**src/rtl/sram_ctrl_pkg.sv**
```systemverilog
// Shared types and sizing for the 1RW+1R OpenRAM front-end controller.
package sram_ctrl_pkg;

    localparam int DATA_W    = 2;
    localparam int ADDR_W    = 4;
    localparam int RAM_DEP   = 1 << ADDR_W;
    localparam int RSP_DEP   = 2;
    // Two in-flight read stages plus the buffer occupancy must fit.
    localparam int CREDIT_W  = $clog2(RSP_DEP + 3);
    localparam int RSP_CNT_W = $clog2(RSP_DEP + 1);

    typedef enum logic {
        INIT = 1'b0,
        RUN  = 1'b1
    } state_t;

    typedef struct packed {
        logic              vld;
        logic [ADDR_W-1:0] addr;
    } rd_stage_t;

    function automatic int credit_width(input int depth);
        return $clog2(depth + 3);
    endfunction

endpackage

```
**src/rtl/sram_rsp_fifo.sv**
```systemverilog
// Small synchronous FIFO holding captured read data until the consumer takes it.
module sram_rsp_fifo #(
    parameter  int WIDTH = 2,
    parameter  int DEPTH = 2,
    localparam int PTR_W = (DEPTH > 1) ? $clog2(DEPTH) : 1,
    localparam int CNT_W = $clog2(DEPTH + 1)
) (
    input  logic             clk0,
    input  logic             rst0,
    input  logic             push,
    input  logic [WIDTH-1:0] push_data,
    input  logic             pop,
    output logic [WIDTH-1:0] pop_data,
    output logic             full,
    output logic             empty,
    output logic [CNT_W-1:0] count
);

    logic [WIDTH-1:0] mem [DEPTH];
    logic [PTR_W-1:0] wr_ptr;
    logic [PTR_W-1:0] rd_ptr;
    logic             push_ok;
    logic             pop_ok;

    function automatic logic [PTR_W-1:0] next_ptr(input logic [PTR_W-1:0] p);
        return (p == PTR_W'(DEPTH - 1)) ? '0 : p + 1'b1;
    endfunction

    assign full     = (count == CNT_W'(DEPTH));
    assign empty    = (count == '0);
    assign pop_ok   = pop && !empty;
    // A pop in the same cycle frees the slot a full-buffer push lands in.
    assign push_ok  = push && (!full || pop_ok);
    assign pop_data = mem[rd_ptr];

    always_ff @(posedge clk0) begin
        if (rst0) begin
            wr_ptr <= '0;
            rd_ptr <= '0;
            count  <= '0;
        end else begin
            if (push_ok) wr_ptr <= next_ptr(wr_ptr);
            if (pop_ok)  rd_ptr <= next_ptr(rd_ptr);
            count <= count + CNT_W'(push_ok) - CNT_W'(pop_ok);
        end
    end

    // NOTE: storage is deliberately not reset; the pointers and count alone define validity.
    always_ff @(posedge clk0) begin
        if (push_ok) mem[wr_ptr] <= push_data;
    end

endmodule

```
**src/rtl/sram_1rw1r_ctrl.sv**
```systemverilog
// Front-end for a 1RW+1R SRAM macro: zero-fill after reset, then valid/ready writes on port 0
// and credit-limited reads on port 1 with a buffered, in-order response stream.
module sram_1rw1r_ctrl
    import sram_ctrl_pkg::*;
#(
    parameter int DATA_WIDTH = DATA_W,
    parameter int ADDR_WIDTH = ADDR_W,
    parameter int RAM_DEPTH  = 1 << ADDR_WIDTH,
    parameter int RSP_DEPTH  = RSP_DEP
) (
    input  logic                  clk0,
    input  logic                  rst0,
    input  logic                  wr_valid,
    output logic                  wr_ready,
    input  logic [ADDR_WIDTH-1:0] wr_addr,
    input  logic [DATA_WIDTH-1:0] wr_data,
    input  logic                  rd_valid,
    output logic                  rd_ready,
    input  logic [ADDR_WIDTH-1:0] rd_addr,
    output logic                  rsp_valid,
    input  logic                  rsp_ready,
    output logic [DATA_WIDTH-1:0] rsp_data,
    output logic                  init_done,
    output logic                  csb0,
    output logic                  web0,
    output logic [ADDR_WIDTH-1:0] addr0,
    output logic [DATA_WIDTH-1:0] din0,
    input  logic [DATA_WIDTH-1:0] dout0,
    output logic                  csb1,
    output logic [ADDR_WIDTH-1:0] addr1,
    input  logic [DATA_WIDTH-1:0] dout1
);

    localparam int CRD_W = credit_width(RSP_DEPTH);
    localparam int CNT_W = $clog2(RSP_DEPTH + 1);

    state_t                state;
    state_t                state_nxt;
    logic [ADDR_WIDTH-1:0] cnt;
    rd_stage_t             rd_s1;
    logic                  rd_s2_vld;
    logic                  wr_accept;
    logic                  rd_accept;
    logic                  rd_collide;
    logic                  rsp_pop;
    logic                  rsp_full;
    logic                  rsp_empty;
    logic [CNT_W-1:0]      rsp_count;
    logic [CRD_W-1:0]      outstanding;
    logic                  unused_dout0;

    assign unused_dout0 = ^dout0;

    always_ff @(posedge clk0) begin
        if (rst0) state <= INIT;
        else      state <= state_nxt;
    end

    always_comb begin
        // NOTE: default assigned first so no path through this block infers a latch.
        state_nxt = state;
        if (state == INIT && cnt == ADDR_WIDTH'(RAM_DEPTH - 1)) state_nxt = RUN;
    end

    // Same-address read is held off one cycle so it sees the write instead of racing it.
    assign rd_collide  = wr_valid && rd_valid && (wr_addr == rd_addr);
    assign rsp_pop     = rsp_valid && rsp_ready;
    assign outstanding = CRD_W'(rd_s1.vld) + CRD_W'(rd_s2_vld) + CRD_W'(rsp_count);
    assign rd_ready    = (state == RUN) && !rd_collide &&
                         ((outstanding - CRD_W'(rsp_pop)) < CRD_W'(RSP_DEPTH));
    assign wr_accept   = wr_valid && wr_ready;
    assign rd_accept   = rd_valid && rd_ready;
    assign addr1       = rd_s1.addr;
    assign rsp_valid   = !rsp_empty;

    // NOTE: non-blocking assignments so every flop samples pre-edge values.
    always_ff @(posedge clk0) begin
        if (rst0) begin
            csb0      <= 1'b1;
            web0      <= 1'b1;
            addr0     <= '0;
            din0      <= '0;
            cnt       <= '0;
            csb1      <= 1'b1;
            rd_s1     <= '0;
            rd_s2_vld <= 1'b0;
            wr_ready  <= 1'b0;
            init_done <= 1'b0;
        end else begin
            wr_ready  <= (state_nxt == RUN);
            init_done <= (state_nxt == RUN);
            csb1      <= ~rd_accept;
            rd_s1.vld <= rd_accept;
            if (rd_accept) rd_s1.addr <= rd_addr;
            rd_s2_vld <= rd_s1.vld;
            if (state == INIT) begin
                csb0  <= 1'b0;
                web0  <= 1'b0;
                addr0 <= cnt;
                din0  <= '0;
                cnt   <= cnt + 1'b1;
            end else begin
                csb0 <= ~wr_accept;
                web0 <= ~wr_accept;
                if (wr_accept) begin
                    addr0 <= wr_addr;
                    din0  <= wr_data;
                end
            end
        end
    end

    // dout1 is valid two edges after acceptance; capture straight into the buffer.
    sram_rsp_fifo #(
        .WIDTH (DATA_WIDTH),
        .DEPTH (RSP_DEPTH)
    ) u_rsp_fifo (
        .clk0      (clk0),
        .rst0      (rst0),
        .push      (rd_s2_vld),
        .push_data (dout1),
        .pop       (rsp_pop),
        .pop_data  (rsp_data),
        .full      (rsp_full),
        .empty     (rsp_empty),
        .count     (rsp_count)
    );

    always_ff @(posedge clk0) begin
        if (!rst0) begin
            assert (!(rd_s2_vld && rsp_full && !rsp_pop))
                else $error("sram_1rw1r_ctrl: read capture into a full response buffer");
        end
    end

endmodule

```
**config.mk**
```make
export PLATFORM = sky130hd
export DESIGN_NAME = sram_1rw1r_ctrl
export DESIGN_NICKNAME = d
export VERILOG_FILES = /design/src/rtl/sram_ctrl_pkg.sv /design/src/rtl/sram_rsp_fifo.sv /design/src/rtl/sram_1rw1r_ctrl.sv
export SDC_FILE = /design/constraint.sdc
export NUM_CORES = 1
export LEC_CHECK = 0
export ABC_CLOCK_PERIOD_IN_PS = 5700
export BUFFER_PORTS_ARGS = -buffer_cell sky130_fd_sc_hd__buf_4
export CORE_MARGIN = 5
export CORE_UTILIZATION = 54
export CTS_CLUSTER_SIZE = 8
export DETAILED_ROUTE_END_ITERATION = 8
export GPL_ROUTABILITY_DRIVEN = 0
export PLACE_DENSITY = 0.83
export SYNTH_ARGS = -nofsm -noshare
export SYNTH_HDL_FRONTEND = slang
export SYNTH_SLANG_ARGS = --single-unit
```
**constraint.sdc**
```tcl
create_clock -name clk0 -period 5.7 [get_ports clk0]
set_input_delay 0 -clock clk0 [delete_from_list [all_inputs] [get_ports clk0]]
set_output_delay 0 -clock clk0 [all_outputs]
set_load 0.05 [all_outputs]
```
[After elaboration in Yosys (flattened, before gate mapping)]
Memory sizes are Yosys's and may differ from the RTL's. A register that Yosys moved wholly into a read port is not among the register bits.
Cells that the tools add are included.
Word-level totals
  bits in registers: 23
  bits in writable memories: 4
  bits of input ports: 19
  output and inout port bits: 19
  word-level logic and storage cells: 54
  memories kept: 1
Memories
  u_rsp_fifo.mem: depth 2, bits a word 2, rd ports 1, clocked after Yosys merged registers in 1, wr ports 1, line sram_rsp_fifo.sv:19  | logic [WIDTH-1:0] mem [DEPTH];
Operators by class
  add/sub/neg operators: 8
  order comparisons: 1
  equality and inequality tests: 4
  multiplexer cells: 9
  bitwise logic cells: 3
  reduce and logical (&&, ||, !) cells: 16
Operators by type and width (number)
  logical AND 1 bit: 10
  two-way mux 4 bit: 2
  two-way mux 1 bit: 7
  adder 4 x 1 -> 4 bit, second input constant: 1
  equality test 4 bit: 1
  equality test 4 bit, second input constant: 1
  adder 2 x 2 -> 3 bit: 1
  zero test 1 bit: 3
  < comparator 3 x 2 -> 1 bit, second input constant: 1
  inverter 1 bit: 3
  subtractor 3 x 1 -> 3 bit: 1
  adder 1 bit, second input constant: 2
  adder 1 x 1 -> 2 bit: 1
  adder 2 x 1 -> 2 bit: 1
  equality test 2 bit, second input constant: 1
  zero test 2 bit: 1
  inequality test 2 x 1 -> 1 bit, second input constant: 1
  OR reduction 2 bit: 1
  subtractor 2 x 1 -> 2 bit: 1
  logical OR 1 bit: 1

[Longest topological paths before layout]
  depth in word-level cells: 8
  mapped depth: 12
  mapped depth without buffers: 11

[Cells and area by module]
From an unflattened synthesis, not the netlist that was laid out.
Unflattened totals
  cells, all modules: 134
  area total of the unflattened synthesis: 1357.6 µm²
By module, submodules not included
  sram_1rw1r_ctrl: times used 1, cells an instance 102, area an instance 967.2 µm², seq. area each 380.4 µm²
  sram_rsp_fifo: times used 1, cells an instance 32, area an instance 390.4 µm², seq. area each 220.2 µm²

[Least setup slack after synthesis]
No wires, ideal clock.
  path type: register to output
  start point: reg u_rsp_fifo.count[1]
  end point: out rd_ready
  arrival time: 3.840 ns
  setup slack: 1.860 ns
  stages on the path, launching flop included: 10
  buffers on the path: 0
  cells stage by stage: dfxtp_1 > or2_2 > and2_1 > ha_1 > inv_1 > ha_1 > a21o_1 > fa_1 > xnor2_1 > nor4b_1
Between the ends
  longest elaborated chain between the ends: 6
  elaborated cells on any way between the ends: 7
RTL lines
  start, declared: line sram_rsp_fifo.sv:16  | output logic [CNT_W-1:0] count
  start signal, assigned: line sram_rsp_fifo.sv:44  | count <= count + CNT_W'(push_ok) - CNT_W'(pop_ok);
  zero test 2 bit: line sram_rsp_fifo.sv:30  | assign empty = (count == '0);
  zero test 1 bit: line sram_1rw1r_ctrl.sv:74  | assign rsp_valid = !rsp_empty;
  named net rsp_valid: line sram_1rw1r_ctrl.sv:20  | output logic rsp_valid,
  logical AND 1 bit: line sram_1rw1r_ctrl.sv:67  | assign rsp_pop = rsp_valid && rsp_ready;
  subtractor 3 x 1 -> 3 bit: line sram_1rw1r_ctrl.sv:70  | ((outstanding - CRD_W'(rsp_pop)) < CRD_W'(RSP_DEPTH));
  < comparator 3 x 2 -> 1 bit: line sram_1rw1r_ctrl.sv:70
  logical AND 1 bit: line sram_1rw1r_ctrl.sv:69  | assign rd_ready = (state == RUN) && !rd_collide &&
  end, declared: line sram_1rw1r_ctrl.sv:18  | output logic rd_ready,
The timed path passes the listed nets, and every way through them passes these cells.

[Worst setup path in the final report]
  start point: reg u_rsp_fifo.count[1]
  end point: out rd_ready
Between the ends
  longest elaborated chain between the ends: 6
  elaborated cells on any way between the ends: 7
RTL lines (line)
  parallel branches: the longest is 3 deep, another holds adder 2 x 2 -> 3 bit
  subtractor 3 x 1 -> 3 bit *: sram_1rw1r_ctrl.sv:70
  < comparator 3 x 2 -> 1 bit *: sram_1rw1r_ctrl.sv:70
  logical AND 1 bit *: sram_1rw1r_ctrl.sv:69
Every way passes the cells marked *.

==> flow_summary_export.csv <==
group,metric,value,unit
outcome,outcome,"finished, final reports clean",
setup_path,crit_cells,10,
routing,dr.first_iter.drc_count,14,
clock_tree,tritoncts,"done",
synth,yosysUniqueCellTypes,30,
floorplan,die_w,59.6,microns
setup_path,cpMaxStageDelayCell,"dfxtp_1",
setup_path,endpoint_kind,"output pin",
sta,fmax,325,MHz
setup_path,worstPathCellList,"or2_2 > and2_1 > ha_1 > inv_1 > ha_1 > a21o_1 > fa_1 > xnor2_1 > nor4b_1 > buf_4",
synth,synth_top_family_by_area,"simple AND/OR/NAND/NOR gates",
sta,slew_headroom,0.590,
layout,ff_latch_area,601,sq um
clock_tree,cts_buffer_depth,2,
clock_tree,cts_buffers,3,
floorplan,fp.coreArea,2410,sq um
global_routing,grt_pass1_wl,4440,microns
routing,dr.pass1.iters,2,
clock_tree,insertion_delay,0.32,ns
floorplan,num_io_pins,38,
global_routing,gr-total-overflow,0,
global_routing,grt_max_degree,28,
sta,min_period,3.08,ns
clock_tree,cts_sinks,28,
global_routing,track_usage,0.162,
clock_tree,clk_pin_slew,0.15,ns
synth,async_flop_share,0,
global_routing,antenna_found_initial,0,
synth,ys_warn_count,0,
floorplan,die_area,3550,sq um
sta,slew_viol_final,0,
setup_path,cp.arrival,3.08,ns
min_path,hold_path_depth,3,
sta,rsz0062_at_grt,"false",
setup_path,required,5.70,ns
layout,syn_to_final_growth,27.2,%
synth,synth-adder-area-share,0.0623,
clock_tree,cts.htree.levels,1,
floorplan,fp.dieH,59.6,microns
setup_path,cp_max_fo,4,
floorplan,rows,18,
synth,synthCells,131,
routing,routed_via_density,5.04,
layout,multiInputGateArea,609,sq um
job,cap_violations,0,
placement,dp_hpwl,1880,microns
layout,antenna_cells,0,
routing,ant_nets,0,
routing,detail_route.wl_per_cell,13.1,microns
min_path,hp-class,"in2reg",
synth,syn-num-nets,156,
setup_path,cp-start-kind,"flop",
placement,io_buffers,35,
floorplan,start_util,0.550,
synth,synth-compound-area-share,0.0642,
synth,netlist_area,1330,sq um
sta,holdWs,0.0229,ns
setup_path,path_buf_inv,2,
global_routing,grt_pass1_vias,1019,
setup_path,crit_family,"adder cells",
synth,yosysSeqAreaShare,0.453,
sta,skew,0.00355,ns
layout,final_cell_mix,"buf_4 (35), dfxtp_1 (24), nor2_1 (16)",
layout,drive_gt1_frac,0.257,
sta,finalSetupViolations,0,
synth,synthSimpleGateAreaFrac,0.174,
sta,period_share,0.540,
power,leakagePower,0.751,nW
sta,worstMarginPinSlew,0.614,ns
synth,synth-edff-count,4,
power,power_density,247,nW/um^2
setup_path,reg2reg_depth,11,
setup_path,worstSetupPathType,"reg2out",
synth,synth_xor_xnor_area_share,0.0594,
routing,vias,993,
sta,setup-tns-final,0,ns
power,fin_total_pwr,0.417,mW
setup_path,cpPeakStageDelay,0.37,ns
layout,nFillCells,183,
layout,final_core_util,0.700,
layout,final_common_cell,"buf_4",
synth,synth_mux_area_frac,0.100,
setup_path,crit_top_cell,"ha_1",
power,peakVddDrop,0.000193,V
synth,syn_area_per_cell,10.1,sq um
layout,fin_nets,193,
clock_tree,clockRootBuffer,"clkbuf_4",
routing,drc,0,
synth,synth_top_flop_cell,"dfxtp_1",
routing,drt-total-wl,2590,microns
synth,ys_seq_elements,28,
sta,final_hold_viol_count,0,
==> final cells by class <==
cell class / count / area share
Multi-Input combinational cell: 82 / 0.361
Sequential cell: 28 / 0.356
Timing Repair Buffer: 44 / 0.209
Tap cell: 30 / 0.0223
Inverter: 9 / 0.0200
Clock inverter: 1 / 0.0178
Clock buffer: 3 / 0.0134
==> registers in the layout (all words and copies together), names as in the netlist, named ones only <==
| signal | flops |
|---|---|
| addr0 | 4 |
| addr1 | 4 |
| cnt | 4 |
| u_rsp_fifo.mem | 4 |
| din0 | 2 |
| u_rsp_fifo.count | 2 |
| csb1 | 1 |
| init_done | 1 |
| rd_s1 | 1 |
| rd_s2_vld | 1 |
| u_rsp_fifo.rd_ptr | 1 |
| u_rsp_fifo.wr_ptr | 1 |
| web0 | 1 |
==> stage by stage <==
step                area [sq um]  instances  setup WS, ns
finish                      1690        197          2.62
floorplan                   1330        131          1.86
CTS                         1690        197          2.60
detailed placement          1540        184          2.68
global route                1690        197          2.44
global placement            1540        184          2.74
==> final timing paths <==
check | endpoint | from | slack, ns
setup / recovery | rd_ready | u_rsp_fifo.count[1]$_SDFF_PP0_ | 2.62
hold / removal | web0$_SDFF_PP1_ | wr_valid | 0.02
setup reg to reg | csb1$_SDFF_PP1_ | u_rsp_fifo.count[1]$_SDFF_PP0_ | 2.69
hold reg to reg | rd_s2_vld$_SDFF_PP0_ | rd_s1[4]$_SDFF_PP0_ | 0.48
==> per-layer routing <==
metal  GRT usage  wire length, microns  vias up
li1            -                     -      497
met1       0.191                  1010      474
met2       0.295                  1430       18
met3      0.0261                    98        4
met4      0.0538                    52        0
met5           0                     0        -
==> power breakdown <==
group	internal (mW)	total [mW]	switching, mW
Sequential	0.207	0.212	0.00556
Combinational	0.0352	0.0757	0.0405
Clock	0.0711	0.129	0.0579
Total	0.313	0.417	0.104
==> cell usage after synthesis, types with 2 or more instances <==
library cell / n / area, sq um
dfxtp_1: 24 / 480
nor2_1: 16 / 60.1
mux2i_1: 11 / 110
nand2b_1: 10 / 62.6
inv_1: 9 / 33.8
nor2b_1: 7 / 43.8
buf_4: 6 / 45.0
xnor2_1: 6 / 52.6
ha_1: 5 / 62.6
a211oi_1: 4 / 30.0
clkbuf_1: 4 / 15.0
edfxtp_1: 4 / 120
xor2_1: 3 / 26.3
a21o_1: 2 / 15.0
and2_1: 2 / 12.5
buf_6: 2 / 22.5
mux2_2: 2 / 22.5
nor3_1: 2 / 10.0
==> worst register-to-register path, cell delays in order, from the launching register on <==
cell     delay, ns
dfxtp_1       0.37
or2_2         0.31
and2_1        0.21
ha_1          0.28
inv_1         0.04
ha_1          0.26
a21o_1        0.16
fa_1          0.37
xnor2_1       0.15
nor3_1        0.17
o31a_1        0.34
or2b_1        0.25
==> logic make-up after synthesis <==
family | Yosys count
AO/OA/AOI/OAI | 11
adder cells (fa/ha/maj) | 6
AND/OR/NAND/NOR | 43
buffers and inverters | 21
multiplexers | 13
flip-flops | 28
XOR/XNOR | 9
==> timing repair <==
item                      4_1_cts  5_1_grt
gates resized for setup         0        0
hold buffers                    9        0
setup buffers                   0        0
hold endpoints to repair       11        0
(Power assumes the default switching activity.)
